[src/rtl/note_hit_judge.sv]
// Judges each drop window's strum/fret chord against the latched bottom-row note and keeps HUD stats.
// Optional macro SCORE_BCD_EN adds a serial double-dabble converter driving score_bcd/bcd_valid.
module note_hit_judge #(
    parameter int SCORE_W     = 16,
    parameter int HIT_POINTS  = 10,
    parameter int STREAK_STEP = 10,
    parameter int MAX_MULT    = 4
) (
    input  logic               clk,
    input  logic               reset,
    input  logic               shift_pulse,
    input  logic [4:0]         note_to_play,
    input  logic [4:0]         frets,
    input  logic               strum,
    output logic [SCORE_W-1:0] score,
    output logic [7:0]         streak,
    output logic [2:0]         multiplier,
    output logic [7:0]         miss_count,
    output logic               hit_pulse,
    output logic               miss_pulse
`ifdef SCORE_BCD_EN
    ,
    output logic [19:0]        score_bcd,
    output logic               bcd_valid
`endif
);

    typedef enum logic [1:0] {IDLE, ARMED, DONE} state_t;

    localparam logic [SCORE_W+7:0] SCORE_MAX = {8'd0, {SCORE_W{1'b1}}};

    state_t             state, win_state, state_d;
    logic [4:0]         target, win_target;
    logic               latch;
    logic               old_miss, strum_hit, strum_miss, any_miss;
    logic [7:0]         level;
    logic [SCORE_W+7:0] score_sum;
    logic [SCORE_W-1:0] score_d;
    logic [7:0]         streak_d, miss_count_d;

    always_comb begin
        level      = streak / 8'(STREAK_STEP);
        multiplier = (level >= 8'(MAX_MULT - 1)) ? 3'(MAX_MULT) : level[2:0] + 3'd1;
    end

    always_comb begin
        // NOTE: every signal written here gets a default first, so no path can infer a latch.
        old_miss   = latch && (state == ARMED);
        win_state  = state;
        win_target = target;
        if (latch) begin
            // The latch cycle opens a new window; a strum in it is judged against the new note.
            win_target = note_to_play;
            win_state  = (note_to_play != 5'd0) ? ARMED : IDLE;
        end

        strum_hit  = 1'b0;
        strum_miss = 1'b0;
        state_d    = win_state;
        if (strum) begin
            if (win_state == ARMED) begin
                strum_hit  = (frets == win_target);
                strum_miss = (frets != win_target);
                state_d    = DONE;
            end else begin
                strum_miss = 1'b1;
            end
        end
        any_miss = old_miss || strum_miss;

        score_sum = {8'd0, score} +
                    (SCORE_W+8)'(HIT_POINTS) * {{(SCORE_W+5){1'b0}}, multiplier};
        score_d   = score;
        if (strum_hit)
            score_d = (score_sum > SCORE_MAX) ? {SCORE_W{1'b1}} : score_sum[SCORE_W-1:0];

        // A miss clears the streak before a same-cycle hit counts, leaving streak=1.
        streak_d = streak;
        if (any_miss)
            streak_d = 8'd0;
        if (strum_hit && streak_d != 8'hFF)
            streak_d = streak_d + 8'd1;

        miss_count_d = miss_count;
        if (any_miss && miss_count != 8'hFF)
            miss_count_d = miss_count + 8'd1;
    end

    // NOTE: state registers use non-blocking assignments so each one samples pre-edge values.
    always_ff @(posedge clk) begin
        if (reset) begin
            latch      <= 1'b0;
            state      <= IDLE;
            target     <= 5'd0;
            score      <= '0;
            streak     <= 8'd0;
            miss_count <= 8'd0;
            hit_pulse  <= 1'b0;
            miss_pulse <= 1'b0;
        end else begin
            latch      <= shift_pulse;
            state      <= state_d;
            target     <= win_target;
            score      <= score_d;
            streak     <= streak_d;
            miss_count <= miss_count_d;
            hit_pulse  <= strum_hit;
            miss_pulse <= any_miss;
        end
    end

`ifdef SCORE_BCD_EN
    localparam int CNT_W = $clog2(SCORE_W + 1);

    logic [SCORE_W-1:0] bcd_bin;
    logic [19:0]        bcd_acc, bcd_adj, bcd_shifted;
    logic [CNT_W-1:0]   bcd_cnt;

    always_comb begin
        bcd_adj = bcd_acc;
        for (int d = 0; d < 5; d++) begin
            if (bcd_acc[4*d +: 4] >= 4'd5)
                bcd_adj[4*d +: 4] = bcd_acc[4*d +: 4] + 4'd3;
        end
        bcd_shifted = {bcd_adj[18:0], bcd_bin[SCORE_W-1]};
    end

    // Loading on the same edge the score register changes keeps bcd_valid low whenever they differ.
    always_ff @(posedge clk) begin
        if (reset) begin
            bcd_bin   <= '0;
            bcd_acc   <= '0;
            bcd_cnt   <= '0;
            score_bcd <= 20'd0;
            bcd_valid <= 1'b1;
        end else if (score_d != score) begin
            bcd_bin   <= score_d;
            bcd_acc   <= '0;
            bcd_cnt   <= CNT_W'(SCORE_W);
            bcd_valid <= 1'b0;
        end else if (bcd_cnt != '0) begin
            bcd_bin <= bcd_bin << 1;
            bcd_acc <= bcd_shifted;
            bcd_cnt <= bcd_cnt - CNT_W'(1);
            if (bcd_cnt == CNT_W'(1)) begin
                score_bcd <= bcd_shifted;
                bcd_valid <= 1'b1;
            end
        end
    end
`endif

endmodule

[config.mk]
export PLATFORM = sky130hd
export DESIGN_NAME = note_hit_judge
export DESIGN_NICKNAME = d
export VERILOG_FILES = /design/src/rtl/note_hit_judge.sv
export SDC_FILE = /design/constraint.sdc
export NUM_CORES = 1
export LEC_CHECK = 0
export CAP_MARGIN = 20
export CORE_ASPECT_RATIO = 1.1
export CORE_MARGIN = 2
export CORE_UTILIZATION = 30
export DETAILED_ROUTE_END_ITERATION = 10
export GPL_TIMING_DRIVEN = 0
export PLACE_DENSITY = 0.51
export RECOVER_POWER = 50
export SETUP_SLACK_MARGIN = 0.4
export SYNTH_ARGS = -nofsm -noshare
export SYNTH_HDL_FRONTEND = slang
export SYNTH_SLANG_ARGS = --single-unit
export TNS_END_PERCENT = 1
[constraint.sdc]
create_clock -name clk -period 4.3 [get_ports clk]
set_input_delay 0.645 -clock clk [delete_from_list [all_inputs] [get_ports clk]]
set_output_delay 0.645 -clock clk [all_outputs]
set_load 0.02 [all_outputs]
==> summary.md <==
STA
* max-slew violation count: 0
* setup skew after layout: 0.00720 ns
* normalized max-slew margin: 54.0%
* unrepaired setup endpoints after global routing: true
* minimum clock period: 3.88 ns
* final hold violations: 0
* maximum clock frequency: 0.258 GHz
* post-route setup slack: 0.424 ns
* portion of the clock cycle consumed by the worst path in the final layout: 90.1%
* number of endpoints failing setup at the final stage: 0
* WHS: 0.493 ns
* Worst Max-Slew Pin Slew: 0.684 ns

Setup path
* number of buffers and inverters on the critical path: 4
* RR Startpoint: streak[7]$_SDFF_PP0_
* slack of the worst reg-to-reg path: 0.55 ns
* critical path start-end classification: in -> reg
* family of cells with the greatest summed delay on the critical path: simple AND/OR/NAND/NOR gates
* Worst path max stage delay: 0.55 ns
* capture point of the worst reg-to-reg path: score[13]$_SDFFE_PP0P_
* highest-delay cell along the critical path: or4b_4
* WP data arrival: 4.04 ns
* sequence of cells on the critical path: clkdlybuf4s50_1 -> or4b_4 -> nor3_1 -> nor3_1 -> a31o_2 -> buf_6 -> clkbuf_4 -> and2_1 -> ha_2 -> nand3_2 -> nor2_1 -> nor3_2 -> nand4_1 -> buf_4 -> o2111ai_1 -> o41ai_1
* Worst Reg-to-Reg Cells: 16
* highest fanout seen on the critical path: 10
* Setup crit start kind: input pin
* critical path's most frequent cell: nor3_1
* endpoint required time on the critical path: 4.46 ns
* kind of end point of the critical path: flop

Min path
* Hold/Removal Path Class: reg -> reg
* Min-Delay Startpoint: score[0]$_SDFFE_PP0P_
* destination of the worst hold path: score[0]$_SDFFE_PP0P_
* number of cells on the worst hold path: 2

Cells and area
* area grow syn2layout: 47.5%
* diode count: 0
* proportion of layout cells with a drive suffix above 1: 23.1%
* area occupied by multi-input gates: 1960 um2
* Layout Utilization: 45.6%
* NumNets Final: 425
* number of fill cells in the layout: 845
* area of all sequential standard cells: 851 um2

Run
* maxcap violations: 0

CTS
* total number of clock tree sinks: 42
* clock tree buffer depth: 2
* clock tree root buffer cell: clkbuf_8
* clock tree from TritonCTS: done
* number of levels the H-tree was split into: 2
* clock transition at the register clock pins on the worst setup and hold paths after CTS: 0.08 ns
* number of CTS-inserted buffers: 5
* insertion delay of the later-clocked pin in the worst-skew pair: 0.30 ns
* count of hold-fix buffers inserted at cts: 0

Detailed routing
* detailed-route via count: 2710
* count of nets left with antenna violations after detail routing: 0
* routed length per instance: 15.3 um
* 1st-iter DRT viols: 104
* Residual DRC: 0
* Total Wirelength: 7770 um
* via density per instance: 5.32
* 1st-pass router iterations: 4

Logic synthesis
* area fraction of the dominant cell type after synthesis: 32.5%
* number of unique standard cell types used by synthesis: 59
* synthesized area per cell: 7.99 um2
* fraction of registers with async set/reset: 0%
* largest cells by area after synthesis: dfxtp_1 (32%), nor2_1 (5.7%), ha_1 (5.3%)
* post-synth net total: 350
* synthesized instance count: 324
* post-synth top area cell: dfxtp_1
* Most used DFF post-synth: dfxtp_1
* count of flip-flops with a built-in enable after synthesis: 0
* number of warnings printed during yosys synthesis: 0
* netlist area before placement: 2590 um2
* proportion of synthesized chip area in sequential cells: 32.5%
* synthesized flop and latch total: 42

Floorplanning
* Floorplan Core Area: 8360 um2
* die width: 92.6 um
* Die ar.: 9390 um2
* die extent in y: 101 um
* Initial Util: 30.9%
* count of standard-cell rows: 35
* I/O pins: 51

Global routing
* number of global-route vias before repair: 2565
* pin count of the biggest net entering global routing: 12
* global-route wire length before repair: 12700 um
* initial antenna violation count: 0
* combined global-route utilization of all metal layers: 16.8%
* overflow left after global routing: 0

Power
* part of the power in registers: 53.8%
* pwr/cell area: 195 nW/um2
* worst supply voltage drop on vdd: 109 uV
* switching power as a share of total power: 25.3%
* Combinational Power Share: 10.8%
* proportion of power drawn by the clock network: 35.4%
* reported net switching power: 188 uW
* leakage power summed over all cells: 0.00142 uW
* internal power of the cells: 555 uW

Placed design
* estimated wirelength of the detail-placed design: 5320 um
* GPL Wtd Cong: 0.880
* pre-CTS setup slack: -0.166 ns
* port buffer count: 49

Status
* status: finished, final reports clean

==> per-stage QoR <==
stage	std cells	cell area, um2	setup TNS (ns)	power [uW]
final	509	3820	0	743
after global routing	509	3820	0	775
after CTS	499	3530	0	756
after detailed placement	484	3250	-1.13	490
after global placement	484	3250	-0.432	489
after floorplan	324	2620	0	455
==> area by class of cell <==
cell class	count	share of cell area, %
Timing Repair Buffer	68	16.7
Clock buffer	6	2.16
Sequential cell	42	22.3
Buffer	16	2.92
Tap cell	111	3.64
Multi-Input combinational cell	256	51.2
Inverter	10	1.05
==> sequential cells by signal, summed over array words and instances, names as in the netlist <==
register	cells
score	16
miss_count	8
miss_pulse	1
latch	1
streak	8
hit_pulse	1
target	5
state	2
==> worst reg2reg max path: stages (launching register included) <==
cell and delay [ns]:
dfxtp_2 0.41, buf_2 0.30, a21oi_4 0.08, o311ai_2 0.30, a31oi_2 0.16, nor4_4 0.25, ha_2 0.23, nor3_2 0.05
and3_4 0.21, ha_1 0.33, ha_4 0.24, o21a_1 0.17, o31a_1 0.14, o31ai_4 0.37, o21ai_2 0.12, a31oi_1 0.22
a311oi_2 0.05
==> cell usage in the layout (no fill, tap or decap), drive strengths merged, types with 4 or more instances in the layout <==
cell type / synthesis / routed
o31ai: 4 / 4
nor2b: 7 / 7
nor4: 6 / 6
nor2: 39 / 39
buf: 7 / 28
and2: 9 / 9
nor3: 8 / 8
o21ai: 13 / 13
inv: 10 / 10
mux2i: 7 / 7
nand4: 6 / 6
nand3: 8 / 8
or3: 4 / 4
a21oi: 20 / 20
dfxtp: 42 / 42
nand2: 29 / 29
and3: 4 / 4
a31oi: 6 / 6
clkbuf: 9 / 13
nand2b: 5 / 5
xnor2: 6 / 6
dlygate4sd3: 0 / 35
clkdlybuf4s50: 0 / 12
ha: 11 / 11
a211oi: 12 / 12
o21a: 4 / 4
==> repair_timing <==
item / CTS / global route
resized for setup: 34 / 55
pin swaps: 10 / 28
setup endpoints to repair: 21 / 26
buffers inserted: 9 / 10
==> Yosys cell counts, types with 5 or more instances <==
| cell type | number |
|---|---|
| xnor2_1 | 6 |
| and2_1 | 9 |
| nand2_1 | 29 |
| nand3_1 | 8 |
| a211oi_1 | 12 |
| dfxtp_1 | 42 |
| mux2i_1 | 7 |
| ha_1 | 11 |
| nand4_1 | 6 |
| o21ai_0 | 13 |
| clkbuf_1 | 9 |
| nor2_1 | 39 |
| nand2b_1 | 5 |
| nor3_1 | 7 |
| nor4_1 | 5 |
| a31oi_1 | 6 |
| inv_1 | 10 |
| nor2b_1 | 7 |
| a21oi_1 | 20 |
==> power groups by stage <==
stage                     logic (uW)  clock network (uW)  registers [uW]
after floorplan                 42.4                   0             413
after global routing            87.9                 286             401
final                           80.2                 263             400
after global placement          78.9                   0             410
after CTS                       81.1                 274             401
after detailed placement        79.4                   0             410
==> routing by layer <==
| metal | up-vias | wire length [um] | global-route usage (%) |
|---|---|---|---|
| li1 | 1353 | - | - |
| met1 | 1292 | 3550 | 21.9 |
| met2 | 53 | 3830 | 28.4 |
| met3 | 12 | 240 | 2.31 |
| met4 | 0 | 160 | 6.31 |
| met5 | - | 0 | 0 |
==> cell families after synthesis <==
kind of cell    after synthesis  share of synthesized area, %
simple gates                138                          27.7
compound gates               87                          22.7
other cells                   1                         0.145
flops                        42                          32.5
xor+xnor                      9                          3.05
fa+ha+maj                    13                          6.48
buf+inv                      26                          4.35
mux                           8                          3.14
==> worst max path at each step <==
| stage | from | end | slack (ns) | cells after the start |
|---|---|---|---|---|
| 6_report | note_to_play[3] | streak[5]$_SDFF_PP0_ | 0.42 | 16 |
| 5_1_grt | note_to_play[3] | streak[5]$_SDFF_PP0_ | 0.23 | 16 |
| 4_1_cts | streak[4]$_SDFF_PP0_ | score[15]$_SDFFE_PP0P_ | 0.31 | 19 |
| 3_5_place_dp | streak[4]$_SDFF_PP0_ | score[15]$_SDFFE_PP0P_ | -0.17 | 17 |
| 3_3_place_gp | streak[4]$_SDFF_PP0_ | score[15]$_SDFFE_PP0P_ | -0.1 | 17 |
| 2_1_floorplan | streak[4]$_SDFF_PP0_ | score[15]$_SDFFE_PP0P_ | 0.41 | 16 |
No activity file was read; power rests on OpenSTA's default activity.
